===== config.mk =====
export PLATFORM = sky130hd
export DESIGN_NAME = qk_core_ctrl
export DESIGN_NICKNAME = d
export VERILOG_FILES = /design/src/rtl/qk_ctrl_pkg.sv /design/src/rtl/qk_inst_pack.sv /design/src/rtl/qk_core_ctrl.sv
export SDC_FILE = /design/constraint.sdc
export NUM_CORES = 1
export LEC_CHECK = 0
export ABC_AREA = 1
export CAP_MARGIN = 25
export CORE_UTILIZATION = 30
export DETAILED_ROUTE_END_ITERATION = 10
export MAX_ROUTING_LAYER = met4
export PLACE_DENSITY_LB_ADDON = 0.08
export SYNTH_ARGS = -nofsm -noshare
export SYNTH_HDL_FRONTEND = slang
export SYNTH_SLANG_ARGS = --single-unit

===== constraint.sdc =====
create_clock -name clk_i -period 1.4 [get_ports clk_i]
set_clock_uncertainty 0.15 [all_clocks]
set_input_delay 0.21 -clock clk_i [delete_from_list [all_inputs] [get_ports clk_i]]
set_output_delay 0.21 -clock clk_i [all_outputs]
set_load 0.01 [all_outputs]

===== src/rtl/qk_ctrl_pkg.sv =====
// Shared definitions for the attention-core sequencer: FSM states, the
// 17-bit instruction bit map and the decoded instruction field bundle.
package qk_ctrl_pkg;

   typedef enum logic [2:0] {
      ST_IDLE  = 3'd0,
      ST_LDQ   = 3'd1,
      ST_LDK   = 3'd2,
      ST_KLOAD = 3'd3,
      ST_KGAP  = 3'd4,
      ST_EXEC  = 3'd5,
      ST_DRAIN = 3'd6,
      ST_DONE  = 3'd7
   } state_e;

   localparam int INST_W = 17;

   localparam int INST_OFIFO_RD = 16;
   localparam int INST_QK_LSB   = 12;
   localparam int INST_PS_LSB   = 8;
   localparam int INST_EXEC     = 7;
   localparam int INST_KLOAD    = 6;
   localparam int INST_Q_RD     = 5;
   localparam int INST_Q_WR     = 4;
   localparam int INST_K_RD     = 3;
   localparam int INST_K_WR     = 2;
   localparam int INST_P_RD     = 1;
   localparam int INST_P_WR     = 0;

   localparam int QK_ADDR_W = 4;
   localparam int PS_ADDR_W = 4;

   typedef struct packed {
      logic                 ofifoRd;
      logic [QK_ADDR_W-1:0] qkAddr;
      logic [PS_ADDR_W-1:0] psAddr;
      logic                 exec;
      logic                 kload;
      logic                 qRd;
      logic                 qWr;
      logic                 kRd;
      logic                 kWr;
      logic                 pRd;
      logic                 pWr;
   } inst_fields_t;

endpackage


===== src/rtl/qk_inst_pack.sv =====
// Packs decoded opcode flags and addresses into the 17-bit core instruction
// word; purely combinational.
module qk_inst_pack
   import qk_ctrl_pkg::*;
(
   input  inst_fields_t      fields_i,
   output logic [INST_W-1:0] inst_o
);

   // Every bit position comes from the package map so the layout lives in one place.
   always_comb begin
      inst_o                                = '0;
      inst_o[INST_OFIFO_RD]                 = fields_i.ofifoRd;
      inst_o[INST_QK_LSB +: QK_ADDR_W]      = fields_i.qkAddr;
      inst_o[INST_PS_LSB +: PS_ADDR_W]      = fields_i.psAddr;
      inst_o[INST_EXEC]                     = fields_i.exec;
      inst_o[INST_KLOAD]                    = fields_i.kload;
      inst_o[INST_Q_RD]                     = fields_i.qRd;
      inst_o[INST_Q_WR]                     = fields_i.qWr;
      inst_o[INST_K_RD]                     = fields_i.kRd;
      inst_o[INST_K_WR]                     = fields_i.kWr;
      inst_o[INST_P_RD]                     = fields_i.pRd;
      inst_o[INST_P_WR]                     = fields_i.pWr;
   end

endmodule


===== src/rtl/qk_core_ctrl.sv =====
// Job sequencer for one attention core: loads Q and K from the host, runs the
// kernel load and execute passes, then drains the output FIFO into psum memory.
module qk_core_ctrl
   import qk_ctrl_pkg::*;
#(
   parameter int COL      = 8,
   parameter int AW       = 4,
   parameter int KGAP     = 1,
   parameter int FIFO_LAT = 1
) (
   input  logic              clk_i,
   input  logic              reset_i,
   input  logic              start_i,
   input  logic [AW-1:0]     nq_i,
   input  logic              in_valid_i,
   output logic              in_ready_o,
   input  logic              ofifo_valid_i,
   output logic [INST_W-1:0] inst_o,
   output logic              busy_o,
   output logic              done_o
);

   localparam int GW = (KGAP > 1) ? $clog2(KGAP) : 1;

   state_e               state_q, state_d;
   logic [AW-1:0]        nq_q, nq_d;
   logic [AW-1:0]        cnt_q, cnt_d;
   logic [AW-1:0]        drainCnt_q, drainCnt_d;
   logic [GW-1:0]        gapCnt_q, gapCnt_d;
   logic [FIFO_LAT-1:0]  pend_q, pend_d;
   logic                 inReady_q, inReady_d;
   logic                 busy_q, busy_d;
   logic                 done_q, done_d;
   logic [INST_W-1:0]    inst_q, instWord;
   inst_fields_t         fields;
   logic                 xfer;

   assign xfer = in_valid_i && inReady_q;

   // Next-state logic; fields describes the instruction shown on the bus next
   // cycle. pend is a one-hot delay line marking the single row in flight
   // between ofifo_rd and the matching psum write.
   always_comb begin
      state_d    = state_q;
      nq_d       = nq_q;
      cnt_d      = cnt_q;
      drainCnt_d = drainCnt_q;
      gapCnt_d   = gapCnt_q;
      pend_d     = pend_q << 1;
      inReady_d  = inReady_q;
      done_d     = 1'b0;
      fields     = '0;

      case (state_q)
         ST_IDLE: begin
            inReady_d = 1'b0;
            if (start_i) begin
               nq_d       = nq_i;
               cnt_d      = '0;
               drainCnt_d = '0;
               gapCnt_d   = '0;
               pend_d     = '0;
               inReady_d  = 1'b1;
               state_d    = ST_LDQ;
            end
         end

         ST_LDQ: begin
            if (xfer) begin
               fields.qWr    = 1'b1;
               fields.qkAddr = QK_ADDR_W'(cnt_q);
               if (cnt_q == nq_q) begin
                  cnt_d   = '0;
                  state_d = ST_LDK;
               end else begin
                  cnt_d = cnt_q + AW'(1);
               end
            end
         end

         ST_LDK: begin
            if (xfer) begin
               fields.kWr    = 1'b1;
               fields.qkAddr = QK_ADDR_W'(cnt_q);
               if (cnt_q == AW'(COL - 1)) begin
                  cnt_d     = '0;
                  inReady_d = 1'b0;
                  state_d   = ST_KLOAD;
               end else begin
                  cnt_d = cnt_q + AW'(1);
               end
            end
         end

         ST_KLOAD: begin
            fields.kRd    = 1'b1;
            fields.kload  = 1'b1;
            fields.qkAddr = QK_ADDR_W'(cnt_q);
            if (cnt_q == AW'(COL - 1)) begin
               cnt_d   = '0;
               state_d = (KGAP == 0) ? ST_EXEC : ST_KGAP;
            end else begin
               cnt_d = cnt_q + AW'(1);
            end
         end

         ST_KGAP: begin
            if (gapCnt_q == GW'(KGAP - 1)) begin
               gapCnt_d = '0;
               state_d  = ST_EXEC;
            end else begin
               gapCnt_d = gapCnt_q + GW'(1);
            end
         end

         ST_EXEC: begin
            fields.qRd    = 1'b1;
            fields.exec   = 1'b1;
            fields.qkAddr = QK_ADDR_W'(cnt_q);
            if (cnt_q == nq_q) begin
               cnt_d   = '0;
               state_d = ST_DRAIN;
            end else begin
               cnt_d = cnt_q + AW'(1);
            end
         end

         ST_DRAIN: begin
            if (pend_q[FIFO_LAT-1]) begin
               fields.pWr    = 1'b1;
               fields.psAddr = PS_ADDR_W'(drainCnt_q);
               drainCnt_d    = drainCnt_q + AW'(1);
               if (drainCnt_q == nq_q) begin
                  state_d = ST_DONE;
               end
            end else if ((pend_q == '0) && ofifo_valid_i) begin
               fields.ofifoRd = 1'b1;
               pend_d[0]      = 1'b1;
            end
         end

         ST_DONE: begin
            done_d  = 1'b1;
            state_d = ST_IDLE;
         end

         default: begin
            state_d = ST_IDLE;
         end
      endcase

      busy_d = (state_d != ST_IDLE) || (state_q == ST_DONE);
   end

   qk_inst_pack u_pack (
      .fields_i (fields),
      .inst_o   (instWord)
   );

   // All state and every output are registered and cleared asynchronously.
   always_ff @(posedge clk_i or posedge reset_i) begin
      if (reset_i) begin
         state_q    <= ST_IDLE;
         nq_q       <= '0;
         cnt_q      <= '0;
         drainCnt_q <= '0;
         gapCnt_q   <= '0;
         pend_q     <= '0;
         inReady_q  <= 1'b0;
         busy_q     <= 1'b0;
         done_q     <= 1'b0;
         inst_q     <= '0;
      end else begin
         state_q    <= state_d;
         nq_q       <= nq_d;
         cnt_q      <= cnt_d;
         drainCnt_q <= drainCnt_d;
         gapCnt_q   <= gapCnt_d;
         pend_q     <= pend_d;
         inReady_q  <= inReady_d;
         busy_q     <= busy_d;
         done_q     <= done_d;
         inst_q     <= instWord;
      end
   end

   assign in_ready_o = inReady_q;
   assign inst_o     = inst_q;
   assign busy_o     = busy_q;
   assign done_o     = done_q;

endmodule


# ---- After elaboration in Yosys (flattened, before gate mapping)
# Cells that the tools add are included.
dict set report classes {
  magnitude_cmp 0
  shift 0
  n_reduce_logical 16
  n_addsub 3
  multipliers 0
  eq_ne 15
  n_bitwise 1
  mux 41
  div 0
}
# cell count
set ops {}
lappend ops {{two-way mux 4 bit} 9}
lappend ops {{two-way mux 3 bit} 10}
lappend ops {{case mux 3 bit (8 select lines)} 1}
lappend ops {{case mux 4 bit (5 select lines)} 1}
lappend ops {{two-way mux 1 bit} 16}
lappend ops {{case mux 4 bit (2 select lines)} 2}
lappend ops {{equality test 3 bit (second input constant)} 4}
lappend ops {{!= test 2 bit (second input constant)} 5}
lappend ops {{adder 4 x 1 -> 4 bit (second input constant)} 2}
lappend ops {{equality test 4 bit} 2}
lappend ops {{equality test 3 x 2 -> 1 bit (second input constant)} 2}
lappend ops {{AND reduction 3 bit} 2}
lappend ops {{nonzero test 2 bit} 3}
lappend ops {{nonzero test 5 bit} 1}
lappend ops {{equality test 4 x 3 -> 1 bit (second input constant)} 1}
lappend ops {{case mux 1 bit (2 select lines)} 2}
lappend ops {{AND reduction 2 bit} 2}
lappend ops {{AND reduction 4 bit} 1}
lappend ops {{OR reduction 2 bit} 2}
lappend ops {{equality test 3 x 1 -> 1 bit (second input constant)} 1}
lappend ops {{logical NOT 3 bit} 1}
lappend ops {{nonzero test 3 bit} 1}
lappend ops {{logical AND 1 bit} 2}
lappend ops {{adder 1 bit (second input constant)} 1}
lappend ops {{2 further kinds} 2}
dict set report totals {
  mem_bits_rw 0
  romBits 0
  in_bits 9
  regBits 36
  wordCells 86
  mem_count 0
  out_inout_bits 20
  latchBits 0
}

# ---- Depth between registers and ports, before layout
# Gate-level depths: netlist of run 1.
dict set report logic_depth {
  depth_word 6
  ltp_mapped 9
  depth_no_buf 9
}

# ---- Hierarchy
# From an unflattened synthesis of run 1, not the netlist that was laid out.
dict set report hier_totals {
  cells_unflattened 219
  area_unflattened_um2 1786.7
}
# module cells_per_inst area_each_um2 seq_area_each_um2 n_inst
set by_module_without_submodules {}
lappend by_module_without_submodules {qk_core_ctrl 202 1659.1 900.9 1}
lappend by_module_without_submodules {qk_inst_pack 17 127.6 0.0 1}

# ---- Least setup slack after synthesis of run 1
# Ideal clock, no wire load.
dict set report synth_timing {
  path_kind {register -> register}
  startpoint {register inReady_q, in the netlist in_ready_o}
  endpoint {register cnt_q[1]}
  arrival_time_ps 1158
  path_slack_ps -25
  n_path_buf 0
  synth_period_minus_slack_ps 1425
  path_stages_with_launch 9
  required_ps 1133
  setup_ps 117
  path_cell_list {dfrtp_1 nand2_1 inv_1 nor2_1 nand3_1 nand2_2 inv_2 nand3_1 nand2_1}
}
dict set report synth_between {
  elab_chain_cells 3
  elab_cells_between_ends 4
  cone_classes {eq/ne (2); reduce/logical (2)}
}
# element line
set synth_lines {}
lappend synth_lines {{start: declaration} qk_core_ctrl.sv:31} ;# logic inReady_q, inReady_d;
lappend synth_lines {{start signal: assignment} qk_core_ctrl.sv:180} ;# inReady_q <= inReady_d;
lappend synth_lines {{logical AND 1 bit *} qk_core_ctrl.sv:38} ;# assign xfer = in_valid_i && inReady_q;
lappend synth_lines {{!= test 2 bit (no line)} n/a}
lappend synth_lines {{AND reduction 4 bit (no line) *} n/a}
lappend synth_lines {{end signal: assignment} qk_core_ctrl.sv:176} ;# cnt_q <= cnt_d;
lappend synth_lines {{end: declaration} qk_core_ctrl.sv:27} ;# logic [AW-1:0] cnt_q, cnt_d;
# Mark *: on every way between the ends. The rest lies on a longest branch, timed or not.
# A chain may end at the register's enable or synchronous reset.

# ---- Final worst setup path of run 1
dict set report layout_timing {
  startpoint {register state_q[1]}
  endpoint {register state_q[0]}
}
dict set report layout_between {
  elab_chain_cells 2
  elab_cells_between_ends 9
  cone_classes {eq/ne (7); mux (1); reduce/logical (1)}
}
# element line
set layout_lines {}
lappend layout_lines {{start: declaration} qk_core_ctrl.sv:25} ;# state_e state_q, state_d;
lappend layout_lines {{start signal: assignment} qk_core_ctrl.sv:174} ;# state_q <= state_d;
lappend layout_lines {{equality test 3 bit (tied with other cells)} qk_core_ctrl.sv:54} ;# case (state_q)
lappend layout_lines {{case mux 3 bit (8 select lines) *} qk_core_ctrl.sv:54}
lappend layout_lines {{net state_d[0]} qk_core_ctrl.sv:25}
# The timed path passes the listed nets; every way through them passes the cells marked *.

==> results of run 1 <==
repair_timing:
item,CTS,global route
setup endpoints to repair,36,20
resized for setup,45,47
buffers inserted,4,3
pin swaps,12,12
cells in the final DEF (no fill, tap or decap), types with 2 or more instances in the layout:
cell type and n:
a21oi_1 5, clkbuf_1 2, clkdlybuf4s50_1 8, nand2_4 4, buf_6 7, nor2_2 6
dlygate4sd2_1 19, clkbuf_8 6, nor2_1 15, o21ai_1 3, nor2_4 11, buf_4 31
nand3_4 2, nand3_2 3, inv_4 3, a21oi_2 3, dfrtp_2 2, nor3_1 3
nand2_1 48, dfrtp_1 30, nand3_1 8, inv_2 6, o21ai_2 2, nand2_2 8
inv_1 18
area by class of cell:
type	instances	area share (%)
flip-flops and latches	32	32.8
multi-input cells	129	31.5
repair buffers	67	24.2
inverters	27	4.44
clock buffers	8	3.67
well taps	67	3.42
kinds of logic after synthesis:
group                    share of synthesized area, %
flip-flops                                       52.7
AO/OA/AOI/OAI                                    5.11
adder cells (fa/ha/maj)                          1.65
AND/OR/NAND/NOR                                  30.4
buffers and inverters                            9.31
XOR/XNOR                                        0.577
other                                           0.247
layer usage:
metal | track usage (%) | vias up | share of wire, %
li1 | - | 730 | -
met5 | - | - | 0
met2 | 26.0 | 36 | 52
met1 | 18.1 | 664 | 42
met4 | 6.54 | 0 | 1.6
met3 | 4.14 | 5 | 5.0
worst max-delay path: stages (launching register included):
cell      delay [ns]
dfrtp_1         0.40
buf_4           0.16
nand2_1         0.17
nor2_1          0.10
nand2_2         0.09
o211ai_1        0.09
nor2_1          0.11
nand3_1         0.06
flip-flops by register name, indices dropped and copies added, names as in the netlist:
| register | count |
|---|---|
| busy_o | 1 |
| cnt_q | 4 |
| done_o | 1 |
| drainCnt_q | 4 |
| in_ready_o | 1 |
| inst_o | 13 |
| nq_q | 4 |
| pend_q | 1 |
| state_q | 3 |
metrics by stage:
step / setup WS [ns] / cells
after floorplan: 0.0275 / 194
after global placement: -0.195 / 315
after detailed placement: -0.267 / 315
after CTS: -0.0343 / 327
after global routing: -0.160 / 330
final: -0.0475 / 330
worst max-delay path by stage:
stage | start | to | slack, ns | cells past startpoint
3_3_place_gp | in_valid_i | cnt_q[1] | -0.19 | 9
2_1_floorplan | cnt_q[0] | state_q[0] | 0.03 | 8
3_5_place_dp | in_valid_i | cnt_q[0] | -0.27 | 9
6_report | state_q[1] | state_q[0] | -0.05 | 7
5_1_grt | cnt_q[0] | state_q[0] | -0.16 | 8
4_1_cts | cnt_q[0] | state_q[0] | -0.03 | 8
where the power goes:
| group | internal [mW] | total [mW] | switching [mW] |
|---|---|---|---|
| clock | 0.401 | 0.729 | 0.329 |
| combinational | 0.977 | 2.15 | 1.17 |
| sequential | 1.12 | 1.27 | 0.148 |
==> impl_metrics.py, run 1 <==
metrics = {
    "sta": {
        "finalSetupTns_ns": -0.192,
        "hold_viol_final": 0,
        "slew_viol_final": 0,
        "worst_slack_ns": -0.0475,
        "setup_viol": 10,
        "min_period_ns": 1.45,
        "fmax_mhz": 691,
        "fin_hold_ws_ns": 0.122,
        "fin_crit_sh_pct": 103,
        "grt_setup_unrepaired": "true",
    },
    "clock_network": {
        "cts_tree": "done",
        "cts_made_buffers": 5,
        "clock_sinks": 32,
        "cts_max_level": 2,
        "holdBufCountCts": 0,
        "clk_path_buf_depth": 2,
        "clkTransAtPathRegs_ns": 0.07,
        "cts_root_buf": "clkbuf_8",
        "insertion_delay_ns": 0.28,
    },
    "run": {
        "maxCapViolCount": 0,
    },
    "pwr": {
        "vdd_ir_drop_max_mv": 0.589,
        "power.density_nw_per_um2": 1690,
        "p_leak_nw": 1.28,
        "power_mw": 4.15,
    },
    "logic_synthesis": {
        "synthTopCellsByArea": "dfrtp_1, nand2_1, nor2_1",
        "yosysTopAreaCellShare_pct": 52.7,
        "synth-edff-count": 0,
        "ys_warn_count": 0,
        "syn-cell-area_sq_um": 1520,
        "postSynthCellCount": 194,
        "synth_top_cells_by_count": "nand2_1, dfrtp_1, nor2_1",
        "synth_seq_cells": 32,
        "yosysMostFrequentCell": "nand2_1",
        "synth_top_flop_cell": "dfrtp_1",
        "avgSynthCellArea_sq_um": 7.83,
        "seq_area_frac_synth_pct": 52.7,
        "async_flop_share_pct": 100,
        "synth_largest_area_cell": "dfrtp_1",
        "yosysUniqueCellTypes": 21,
        "synth_fp_nets": 205,
    },
    "global_route": {
        "grt_max_degree": 33,
        "grt_pass1_wl_um": 6060,
        "grt_pass1_vias": 1377,
        "track_usage_pct": 15.8,
        "antenna_found_initial": 0,
        "grt_overflow": 0,
    },
    "worst_setup_path": {
        "critical_path_class": "register to register",
        "worst-r2r-cell-count": 7,
        "cp-end-kind": "register",
        "r2r_end": "state_q[0]",
        "cp-start-kind": "register",
        "worst-endpoint-required_ns": 1.42,
        "timing.rr.start": "state_q[1]",
        "rrSetupSlack_ns": -0.05,
        "cp_max_fo": 4,
        "arrival_ns": 1.47,
    },
    "routing": {
        "first_iter_violations": 65,
        "via_count": 1435,
        "post-route-drc-count": 0,
        "final_antenna_net_count": 0,
        "via_per_inst": 4.35,
        "wire_per_inst_um": 11.4,
        "drt_pre_antenna_iters": 4,
        "routed_wirelength_um": 3750,
    },
    "layout": {
        "multiInputGateArea_sq_um": 773,
        "layout.nets": 273,
        "drive_gt1_share_pct": 37.6,
        "regArea_sq_um": 803,
        "syn_to_final_growth_pct": 61.4,
        "fillerInstances": 452,
        "finalInstanceArea_sq_um": 2450,
        "final_core_util_pct": 51.2,
        "n_antenna_cell": 0,
    },
    "floorplan": {
        "io_pins": 29,
        "rows": 25,
        "core_area_sq_um": 4790,
        "die_h_um": 73.2,
        "dieArea_sq_um": 5350,
        "initial_core_util_pct": 31.7,
        "dieWidth_um": 73.2,
    },
    "outcome": {
        "status": "complete, but fails checks",
        "violations": "negative setup slack",
    },
    "placement": {
        "io_buffer_count": 27,
        "gp_congestion": 0.884,
        "hpwl_um": 2630,
        "place_area_sq_um": 2100,
    },
    "min_path": {
        "hold_path.class": "input port to async pin",
    },
}
No activity file was read; power rests on OpenSTA's default activity.
==> run 2, diff against run 1 <==
--- a/config.mk
+++ b/config.mk
@@ -8,9 +8,11 @@
 export ABC_AREA = 1
 export CAP_MARGIN = 25
 export CORE_UTILIZATION = 30
+export CTS_CLUSTER_SIZE = 10
 export DETAILED_ROUTE_END_ITERATION = 10
 export MAX_ROUTING_LAYER = met4
 export PLACE_DENSITY_LB_ADDON = 0.08
 export SYNTH_ARGS = -nofsm -noshare
 export SYNTH_HDL_FRONTEND = slang
 export SYNTH_SLANG_ARGS = --single-unit
+export TNS_END_PERCENT = 5
==> impl_metrics.py, run 2 (same netlist as run 1, synthesis figures left out) <==
metrics = {
    "routing": {
        "via_count": 1388,
        "via_per_inst": 4.28,
        "wire_per_inst_um": 10.6,
        "post-route-drc-count": 0,
        "drt_pre_antenna_iters": 4,
        "routed_wirelength_um": 3430,
        "first_iter_violations": 53,
        "final_antenna_net_count": 0,
    },
    "worst_setup_path": {
        "r2r_end": "state_q[0]",
        "rrSetupSlack_ns": -0.05,
        "arrival_ns": 1.47,
        "slowest_delay_ns": 0.40,
        "cp-start-kind": "register",
        "critical_path.most_common_cell": "nand3_1",
        "worst-endpoint-required_ns": 1.42,
        "crit_chain": "ha_2 -> nand2_2 -> nor2_2 -> buf_4 -> nand3_1 -> o211ai_1 -> nor2_1 -> nand3_1",
        "cp-end-kind": "register",
        "timing.rr.start": "cnt_q[1]",
        "slowest_stage": "dfrtp_1",
        "worst-r2r-cell-count": 8,
        "cp_top_family": "flip-flops",
        "critical_path_class": "register to register",
        "worstPathBufferInverterCount": 1,
        "cp_max_fo": 3,
    },
    "clock_network": {
        "insertion_delay_ns": 0.28,
        "clkTransAtPathRegs_ns": 0.07,
        "cts_max_level": 2,
        "cts_made_buffers": 5,
        "cts_tree": "done",
        "clk_path_buf_depth": 2,
        "clock_sinks": 32,
        "holdBufCountCts": 0,
        "cts_root_buf": "clkbuf_8",
    },
    "global_route": {
        "grt_overflow": 0,
        "antenna_found_initial": 0,
        "grt_pass1_wl_um": 5750,
        "grt_pass1_vias": 1338,
        "track_usage_pct": 14.7,
        "grt_max_degree": 33,
    },
    "min_path": {
        "hold_path.class": "input port to async pin",
    },
    "pwr": {
        "vdd_ir_drop_max_mv": 0.523,
        "p_leak_nw": 1.25,
        "power.density_nw_per_um2": 1740,
    },
    "floorplan": {
        "dieWidth_um": 73.2,
        "core_area_sq_um": 4790,
        "dieArea_sq_um": 5350,
        "initial_core_util_pct": 31.7,
        "rows": 25,
        "io_pins": 29,
        "die_h_um": 73.2,
    },
    "sta": {
        "hold_viol_final": 0,
        "fin_crit_sh_pct": 104,
        "grt_setup_unrepaired": "true",
        "fmax_mhz": 688,
        "slew_viol_final": 0,
        "setup_viol": 6,
        "finalSetupTns_ns": -0.157,
        "min_period_ns": 1.45,
        "worst_slack_ns": -0.0533,
        "fin_hold_ws_ns": 0.121,
    },
    "layout": {
        "n_antenna_cell": 0,
        "layout_common_cells": "nand2_1, buf_4, dfrtp_1, nor2_1, inv_1",
        "final_common_cell": "nand2_1",
        "drive_gt1_share_pct": 28.0,
        "largest_reg_flops": 13,
        "syn_to_final_growth_pct": 50.7,
        "fin_cells": 324,
        "regArea_sq_um": 803,
        "layout.nets": 267,
        "multiInputGateArea_sq_um": 651,
        "fillerInstances": 484,
    },
    "placement": {
        "hpwl_um": 2610,
        "dp_cells": 314,
        "gp_congestion": 0.908,
        "io_buffer_count": 27,
    },
    "run": {
        "maxCapViolCount": 0,
    },
    "outcome": {
        "status": "complete, but fails checks",
        "violations": "negative setup slack",
    },
}
run 2: cell count changes in the layout (fill, tap and decap cells not counted), sizes merged:
cell | previous run | this run
clkbuf | 8 | 7
buf | 40 | 34
bufinv | 0 | 1
run 2: area by class of cell:
| type | instances | area share [%] |
|---|---|---|
| repair buffers | 61 | 22.8 |
| multi-input cells | 129 | 28.4 |
| clock buffers | 7 | 4.21 |
| inverters | 27 | 4.54 |
| clock inverters | 1 | 1.31 |
| flip-flops and latches | 32 | 35.1 |
| well taps | 67 | 3.66 |
run 2: how the worst max path moves through the flow:
stage	start	to	slack [ns]	cells past startpoint
5_1_grt	cnt_q[0]	cnt_q[1]	-0.13	10
4_1_cts	state_q[2]	cnt_q[2]	-0.08	7
2_1_floorplan	cnt_q[0]	state_q[0]	-0.02	8
3_5_place_dp	in_valid_i	cnt_q[2]	-0.27	9
3_3_place_gp	in_valid_i	cnt_q[1]	-0.19	9
6_report	cnt_q[1]	state_q[0]	-0.05	8
run 2: metal layers:
metal,vias up,share of wire [%],global-route usage [%]
met1,636,43,16.9
met5,-,0,-
li1,713,-,-
met3,6,5.4,3.87
met2,33,50,24.0
met4,0,1.7,6.54
run 2: power breakdown:
part / leakage, nW / total (mW) / switching (mW) / internal (mW)
combinational: 0.780 / 1.77 / 0.959 / 0.807
sequential: 0.405 / 1.27 / 0.147 / 1.12
clock: 0.0645 / 0.957 / 0.329 / 0.628
run 2: what timing repair did:
item                                    CTS  global route
endpoints found under the setup margin   33            21
gates resized for setup                  26            24
endpoints found under the hold margin     0             0
pin swaps                                 3             4
setup buffers                             0             2
run 2: worst min-delay path, stage by stage:
cell and delay, ns:
clkdlybuf4s50_1 0.40, inv_1 0.09, buf_12 0.21
run 2: metrics by stage:
| stage | setup WS, ns | total power, mW | utilization [%] | cell area, sq um |
|---|---|---|---|---|
| after floorplan | -0.0164 | 2.15 | - | 1520 |
| after global placement | -0.191 | 2.93 | 43.6 | 2090 |
| after detailed placement | -0.266 | 2.96 | 43.6 | 2090 |
| after CTS | -0.0757 | 3.91 | 46.1 | 2210 |
| after global routing | -0.127 | 4.28 | 47.8 | 2290 |
| final | -0.0533 | 3.99 | 47.8 | 2290 |
==> run 3, diff against run 2 <==
--- a/config.mk
+++ b/config.mk
@@ -10,6 +10,7 @@
 export CORE_UTILIZATION = 30
 export CTS_CLUSTER_SIZE = 10
 export DETAILED_ROUTE_END_ITERATION = 10
+export HOLD_SLACK_MARGIN = 0.02
 export MAX_ROUTING_LAYER = met4
 export PLACE_DENSITY_LB_ADDON = 0.08
 export SYNTH_ARGS = -nofsm -noshare
==> results of run 3 <==
No change in the layout: final DEF, timing and power equal those of run 2.
